===== src/rtl/stopwatch_pkg.sv =====
`default_nettype none
// ============================================================================
//  Module   : stopwatch_pkg
//  Brief    : Shared state encoding and default constants for the stopwatch
//             sequencing controller.
//  Revision : 1.0 - initial release
// ============================================================================
package stopwatch_pkg;

    // Default counting resolution: 100 Hz gives 10 ms per tick.
    localparam int c_TICK_HZ_DEFAULT = 100;

    // Controller states. Encodings 5..7 are never entered and recover to IDLE.
    typedef enum logic [2:0] {
        ST_IDLE  = 3'd0,
        ST_RUN   = 3'd1,
        ST_STOP  = 3'd2,
        ST_LAP   = 3'd3,
        ST_CLEAR = 3'd4
    } state_t;

endpackage : stopwatch_pkg
`default_nettype wire


===== src/rtl/stopwatch_lap_ctrl_tick_gen.sv =====
`default_nettype none
// ============================================================================
//  Module   : tick_gen
//  Brief    : Clock divider producing a one-cycle tick every DIV enabled
//             cycles. Holds its phase while disabled; zeroes on request.
//  Revision : 1.0 - initial release
// ============================================================================
module tick_gen #(
    parameter int DIV = 10
) (
    input  logic clk,
    input  logic rst,
    input  logic i_en,
    input  logic i_zero,
    output logic o_tick
);

    localparam int c_CNT_W = (DIV > 2) ? $clog2(DIV) : 1;
    localparam logic [c_CNT_W-1:0] c_CNT_MAX = c_CNT_W'(DIV - 1);

    logic [c_CNT_W-1:0] r_div_cnt;

    // Divider counter: zeroed on request, advances and wraps while enabled,
    // otherwise holds so a resume keeps the existing tick phase.
    always_ff @(posedge clk) begin
        if (rst || i_zero) begin
            r_div_cnt <= '0;
        end else if (i_en) begin
            if (r_div_cnt == c_CNT_MAX) begin
                r_div_cnt <= '0;
            end else begin
                r_div_cnt <= r_div_cnt + 1'b1;
            end
        end
    end

    assign o_tick = i_en && (r_div_cnt == c_CNT_MAX);

endmodule : tick_gen
`default_nettype wire


===== src/rtl/stopwatch_lap_ctrl.sv =====
`default_nettype none
// ============================================================================
//  Module   : stopwatch_lap_ctrl
//  Brief    : Stopwatch sequencing controller. Turns run/stop, clear and lap
//             pulses into tick enable, datapath clear and lap freeze/capture.
//  Revision : 1.0 - initial release
// ============================================================================
module stopwatch_lap_ctrl
    import stopwatch_pkg::*;
#(
    parameter int CLK_HZ         = 100_000_000,
    parameter int TICK_HZ        = c_TICK_HZ_DEFAULT,
    parameter int LAP_HOLD_TICKS = 300
) (
    input  logic       clk,
    input  logic       rst,
    input  logic       i_runstop,
    input  logic       i_clear,
    input  logic       i_lap,
    output logic       o_tick,
    output logic       o_clear,
    output logic       o_freeze,
    output logic       o_lap_capture,
    output logic       o_running,
    output logic [2:0] o_state
);

    localparam int c_DIV    = CLK_HZ / TICK_HZ;
    localparam int c_HOLD_W = (LAP_HOLD_TICKS > 1) ? $clog2(LAP_HOLD_TICKS + 1) : 1;
    localparam logic [c_HOLD_W-1:0] c_HOLD_MAX = c_HOLD_W'(LAP_HOLD_TICKS);

    state_t              r_state;
    state_t              w_next_state;
    logic [c_HOLD_W-1:0] r_hold_cnt;
    logic                r_lap_entry;
    logic                w_tick;
    logic                w_div_en;
    logic                w_div_zero;
    logic                w_expire;
    logic                w_lap_entry;

    // Divider runs while counting, freezes in STOP, restarts from IDLE/CLEAR.
    assign w_div_en   = (r_state == ST_RUN) || (r_state == ST_LAP);
    assign w_div_zero = !w_div_en && (r_state != ST_STOP);

    tick_gen #(
        .DIV (c_DIV)
    ) u_tick_gen (
        .clk    (clk),
        .rst    (rst),
        .i_en   (w_div_en),
        .i_zero (w_div_zero),
        .o_tick (w_tick)
    );

    assign w_expire    = (LAP_HOLD_TICKS != 0) && (r_hold_cnt == c_HOLD_MAX);
    assign w_lap_entry = (w_next_state == ST_LAP) && (r_state != ST_LAP);

    // State register plus the registered LAP-entry flag that drives capture.
    always_ff @(posedge clk) begin
        if (rst) begin
            r_state     <= ST_IDLE;
            r_lap_entry <= 1'b0;
        end else begin
            r_state     <= w_next_state;
            r_lap_entry <= w_lap_entry;
        end
    end

    // Lap hold counter: restarts on each LAP entry, counts ticks spent in LAP
    // and saturates at the hold limit.
    always_ff @(posedge clk) begin
        if (rst || w_lap_entry) begin
            r_hold_cnt <= '0;
        end else if ((r_state == ST_LAP) && w_tick && (r_hold_cnt != c_HOLD_MAX)) begin
            r_hold_cnt <= r_hold_cnt + 1'b1;
        end
    end

    // Next-state decode with runstop > lap > clear priority, and register-only
    // output decode.
    always_comb begin
        w_next_state  = r_state;
        o_tick        = w_tick;
        o_clear       = (r_state == ST_CLEAR);
        o_freeze      = (r_state == ST_LAP);
        o_running     = w_div_en;
        o_lap_capture = r_lap_entry;
        o_state       = r_state;
        case (r_state)
            ST_IDLE: begin
                if (i_runstop) w_next_state = ST_RUN;
            end
            ST_RUN: begin
                if (i_runstop)  w_next_state = ST_STOP;
                else if (i_lap) w_next_state = ST_LAP;
            end
            ST_LAP: begin
                if (i_runstop)              w_next_state = ST_STOP;
                else if (i_lap || w_expire) w_next_state = ST_RUN;
            end
            ST_STOP: begin
                if (i_runstop)    w_next_state = ST_RUN;
                else if (i_clear) w_next_state = ST_CLEAR;
            end
            ST_CLEAR: begin
                w_next_state = ST_IDLE;
            end
            default: begin
                w_next_state = ST_IDLE;
            end
        endcase
    end

endmodule : stopwatch_lap_ctrl
`default_nettype wire


===== config.mk =====
export PLATFORM = sky130hd
export DESIGN_NAME = stopwatch_lap_ctrl
export DESIGN_NICKNAME = d
export VERILOG_FILES = /design/src/rtl/stopwatch_pkg.sv /design/src/rtl/stopwatch_lap_ctrl_tick_gen.sv /design/src/rtl/stopwatch_lap_ctrl.sv
export SDC_FILE = /design/constraint.sdc
export NUM_CORES = 1
export LEC_CHECK = 0
export ABC_AREA = 1
export CAP_MARGIN = 0
export CORE_MARGIN = 5
export CORE_UTILIZATION = 35
export DETAILED_ROUTE_END_ITERATION = 7
export PLACE_DENSITY_LB_ADDON = 0.1
export SLEW_MARGIN = 0
export SYNTH_ARGS = -nofsm -noshare
export SYNTH_HDL_FRONTEND = slang
export SYNTH_SLANG_ARGS = --single-unit

===== constraint.sdc =====
create_clock -name clk -period 2.1 [get_ports clk]
set_clock_uncertainty 0.15 [all_clocks]
set_input_delay 0.315 -clock clk [delete_from_list [all_inputs] [get_ports clk]]
set_output_delay 0.315 -clock clk [all_outputs]
set_load 0.01 [all_outputs]

### Word level (Yosys, flattened, before mapping)

Index checks and enable logic that the tools add are counted.

| word-level totals | value |
|---|---|
| logic and storage cells | 36 |
| output and inout port bits | 8 |
| input bits | 5 |
| bits in registers | 33 |

| cells by class | value |
|---|---|
| add/subtract/negate cells | 2 |
| mux-type cells | 9 |
| reductions and logical operators | 11 |
| equality and inequality tests | 10 |

Operator list:

| kind | number |
|---|---|
| $mux W3 | 7 |
| $add A20 B1 Y20 const B | 1 |
| $eq A20 B20 Y1 const B | 1 |
| $mux W20 | 1 |
| $pmux W3 S4 | 1 |
| $add A9 B1 Y9 const B | 1 |
| $eq A3 B2 Y1 const B | 3 |
| $eq A9 B9 Y1 const B | 1 |
| $ne A9 B9 Y1 const B | 1 |
| $ne A3 B2 Y1 const B | 2 |
| $logic_and A1 B1 Y1 | 5 |
| $logic_or A1 B1 Y1 | 4 |
| $eq A3 B1 Y1 const B | 1 |
| $eq A3 B3 Y1 const B | 1 |
| $logic_not A3 Y1 | 1 |
| $logic_not A1 Y1 | 1 |

### Depth between registers and ports, before layout

| depth | value |
|---|---|
| depth after elaboration | 8 |
| depth in mapped cells | 10 |
| mapped depth without buffers | 10 |

### By module

From an unflattened synthesis, not the netlist that was laid out.

| second synthesis, totals | value |
|---|---|
| cells, all modules | 303 |
| area total of the unflattened synthesis | 1963.1 um2 |

Modules (own cells, without submodules):

| module | cells each | seq. area each (um2) | times used | area each (um2) |
|---|---|---|---|---|
| tick_gen | 181 | 400.4 | 1 | 1197.4 |
| stopwatch_lap_ctrl | 122 | 260.2 | 1 | 765.7 |

### Least setup slack after synthesis

OpenSTA, ideal clock, no wires.

| timing | value |
|---|---|
| kind | reg2reg |
| start point | reg u_tick_gen.r_div_cnt[0] |
| end point | reg r_hold_cnt[6] |
| period minus slack after synthesis | 1.569 ns |
| arrival | 1.293 ns |
| path slack | 0.531 ns |
| buffers on the path | 1 |
| data required time | 1.824 ns |
| stages on the path, launching flop included | 10 |
| setup time | 0.126 ns |
| cell sequence | dfxtp_1 -> ha_1 -> nand3_1 -> nor2_2 -> nand2_1 -> nor2b_1 -> buf_4 -> nand2_4 -> nand2_1 -> a21oi_1 |

| on the way | value |
|---|---|
| word-level cells in the longest chain between the ends | 4 |

RTL lines:

| item | RTL line | text |
|---|---|---|
| start, declared | stopwatch_lap_ctrl_tick_gen.sv:21 | `logic [c_CNT_W-1:0] r_div_cnt;` |
| start signal, assigned | stopwatch_lap_ctrl_tick_gen.sv:32 | `r_div_cnt <= r_div_cnt + 1'b1;` |
| $eq A20 B20 Y1 | stopwatch_lap_ctrl_tick_gen.sv:37 | `assign o_tick = i_en && (r_div_cnt == c_CNT_MAX);` |
| $logic_and A1 B1 Y1 | stopwatch_lap_ctrl_tick_gen.sv:37 |  |
| $logic_and A1 B1 Y1 (2 in series) | stopwatch_lap_ctrl.sv:75 | `end else if ((r_state == ST_LAP) && w_tick && (r_hold_cnt != c_HOLD_MAX)) begin` |
| end signal, assigned | stopwatch_lap_ctrl.sv:76 | `r_hold_cnt <= r_hold_cnt + 1'b1;` |
| end, declared | stopwatch_lap_ctrl.sv:34 | `logic [c_HOLD_W-1:0] r_hold_cnt;` |

No other way between the ends.
A chain may end at the register's enable or synchronous reset.

### Final worst setup path

| timing | value |
|---|---|
| start point | reg r_state[2], in the netlist o_state[2] |
| end point | out o_freeze |

| on the way | value |
|---|---|
| word-level cells in the longest chain between the ends | 1 |

RTL lines:

| item | RTL line | text |
|---|---|---|
| start, declared | stopwatch_lap_ctrl.sv:32 | `state_t r_state;` |
| start signal, assigned | stopwatch_lap_ctrl.sv:65 | `r_state <= w_next_state;` |
| $eq A3 B2 Y1 | stopwatch_lap_ctrl.sv:86 | `o_freeze = (r_state == ST_LAP);` |
| end, declared | stopwatch_lap_ctrl.sv:22 | `output logic o_freeze,` |

No other way between the ends.

==> impl_metrics.json <==
{
  "ys_ff_latch": 33,
  "layout.nets": 303,
  "postLayoutCellArea_sq_mm": 0.002131,
  "synth-edff-count": 0,
  "worstPathArrival_ps": 1530,
  "setup_ws_ps": 109.9,
  "tightest_slew_ps": 383.3,
  "max_slew_margin": 0.7445,
  "hold_violations": 0,
  "path_depth": 4,
  "end_kind": "primary output",
  "drt_wl_total_mm": 3.969,
  "final_antenna_net_count": 0,
  "core_sq_mm": 0.005042,
  "grt_first_pass_wirelength_mm": 6.962,
  "crit_path_cell_trace": "inv_2, nand2_4, nor2_8, clkdlybuf4s50_1",
  "ys_types": 23,
  "grt_max_degree": 11,
  "antennaDiodeCount": 0,
  "gp_congestion": 0.8311,
  "via_count": 1664,
  "synth_nets": 278,
  "ios": 13,
  "outcome": "completed",
  "hpwl_mm": 2.977,
  "p_total_w": 0.001184,
  "clkLatencyLatePin_ps": 270,
  "place.port_buffers": 12,
  "dr.pass1.iters": 7,
  "post-route-util": 0.4226,
  "drive_above_1_share": 0.07770,
  "fillerInstances": 551,
  "critPathBufInv": 2,
  "power.density_mw_per_mm2": 555.7,
  "fin_crit_sh": 0.9477,
  "cts_num_sinks": 33,
  "cts_buffers": 5,
  "synth_cells": 270,
  "clk_pin_slew_ps": 70,
  "min_period_ps": 1990,
  "slowest_delay_ps": 540,
  "vias_per_cell": 4.546,
  "hold_depth": 2,
  "required_ps": 1630,
  "drv_slew": 0,
  "cts_setup_buffers": 0,
  "ys_async_sr_fraction": 0,
  "avgRoutedWirePerCell_um": 10.84,
  "grt_pass1_vias": 1547,
  "initialDrtViolationCount": 63,
  "hold_class": "reg2reg",
  "cp_slowest_cell": "clkdlybuf4s50_1",
  "reg2reg_depth": 10,
  "final_common_cell": "nand2_1",
  "post_cts_resized": 1,
  "peakVddDrop_v": 0.0003631,
  "drc_errors": 0,
  "die_x_um": 81.70,
  "antenna_found_initial": 0,
  "synth_warnings": 0,
  "die_area_sq_mm": 0.006675,
  "final_cell_mix": "nand2_1 (60), nor2_1 (56), inv_1 (32), dfxtp_1 (32), nand3_1 (23)",
  "place_ws_ps": 169.5,
  "cts.hold.buffers_added": 0,
  "cts_tree": "built",
  "h-tree-depth": 2,
  "seq_area_sq_um": 661.9,
  "multi_input_area_sq_um": 994.7,
  "overflow": 0,
  "rsz0062_at_grt": "no",
  "grt_usage": 0.1339,
  "cap_viol_max_count": 0,
  "setup_viol": 0,
  "synth.cell_area_sq_mm": 0.001799,
  "power_leakage_nw": 0.8207,
  "area_growth_pct": 18.43,
  "ys.flop_type": "dfxtp_1",
  "cp_max_fo": 9,
  "cts-root-buf": "clkbuf_8",
  "crit_path_start_kind": "register",
  "critical_path_class": "reg2out",
  "placed_cell_area_sq_mm": 0.002054,
  "clockBufferDepth": 2,
  "syn_avg_cell_area_sq_um": 6.664,
  "setup_tns_ps": 0,
  "cp_top_family": "buffers and inverters",
  "fp.dieH_um": 81.70,
  "ys_seq_area_frac": 0.3672,
  "initial_core_util": 0.3568,
  "max_freq_mhz": 502.5,
  "num_rows": 26
}
-- state kept, by name, summed over array words and instances, names as in the netlist --
signal                flops
u_tick_gen.r_div_cnt     20
r_hold_cnt                9
o_state                   3
o_lap_capture             1
-- routing by layer --
| metal | part of all wire | up-vias | track usage | wire [um] |
|---|---|---|---|---|
| met5 | 0 | - | 0 | 0 |
| met3 | 0.037 | 2 | 0.03509 | 146 |
| met4 | 0.0063 | 0 | 0.03821 | 25 |
| li1 | - | 904 | - | - |
| met1 | 0.49 | 735 | 0.1741 | 1944 |
| met2 | 0.47 | 23 | 0.2182 | 1853 |
-- through the flow --
stage	hold WS, ps	std cells
floorplan	234.1	270
global placement	330.7	358
finish	348.4	366
detailed placement	337.9	358
CTS	349.1	366
global route	373.1	366
-- path summary, 6_finish.rpt --
kind / to / startpoint / slack, ps
worst min-delay path: r_hold_cnt[0] / r_hold_cnt[0] / 350
worst max register to register: r_hold_cnt[6] / u_tick_gen.r_div_cnt[0] / 290
worst max-delay path: o_freeze / o_state[2] / 110
worst min register to register: r_hold_cnt[0] / r_hold_cnt[0] / 350
-- report_power, final --
group | total [W] | internal, W | switching [W]
Clock | 0.000457 | 0.000236 | 0.000221
Combinational | 0.0000894 | 0.0000358 | 0.0000536
Sequential | 0.000638 | 0.000632 | 0.00000657
Total | 0.00118 | 0.000903 | 0.000281
-- cell families (layout without fill, tap and decap cells) --
kind of cell / Yosys count / after routing / share of synthesized area
adders and majority gates: 3 / 3 / 0.02086
AOI/OAI and AO/OA: 21 / 21 / 0.06815
DFF: 33 / 33 / 0.3672
and+or+nand+nor: 161 / 161 / 0.3908
xor gates and xnor gates: 15 / 15 / 0.07301
buffers and inverters: 37 / 63 / 0.07997
-- synth_stat cells (2+ instances only) --
library cell | count | area (sq um)
nor3_1 | 7 | 35.03
inv_2 | 2 | 7.510
nand4_1 | 9 | 56.30
a21oi_1 | 14 | 70.07
nand2_1 | 60 | 225.2
nand3_1 | 23 | 115.1
o21ai_0 | 5 | 25.02
nand2_4 | 2 | 22.52
xnor2_1 | 5 | 43.79
dfxtp_1 | 33 | 660.6
inv_1 | 32 | 120.1
xor2_1 | 10 | 87.58
ha_1 | 3 | 37.54
nor2_1 | 56 | 210.2
-- tightest hold or removal path: stages, from the launching register on --
cell and delay (ps):
dfxtp_1 340, nand2_1 70, a21oi_1 50
-- area by class of cell --
| cell class | instances | share of cell area |
|---|---|---|
| flip-flops and latches | 33 | 0.3106 |
| clock buffers | 8 | 0.03758 |
| well taps | 70 | 0.04110 |
| multi-input cells | 200 | 0.4668 |
| repair buffers | 20 | 0.08221 |
| inverters | 35 | 0.06166 |
(Power assumes the default switching activity.)
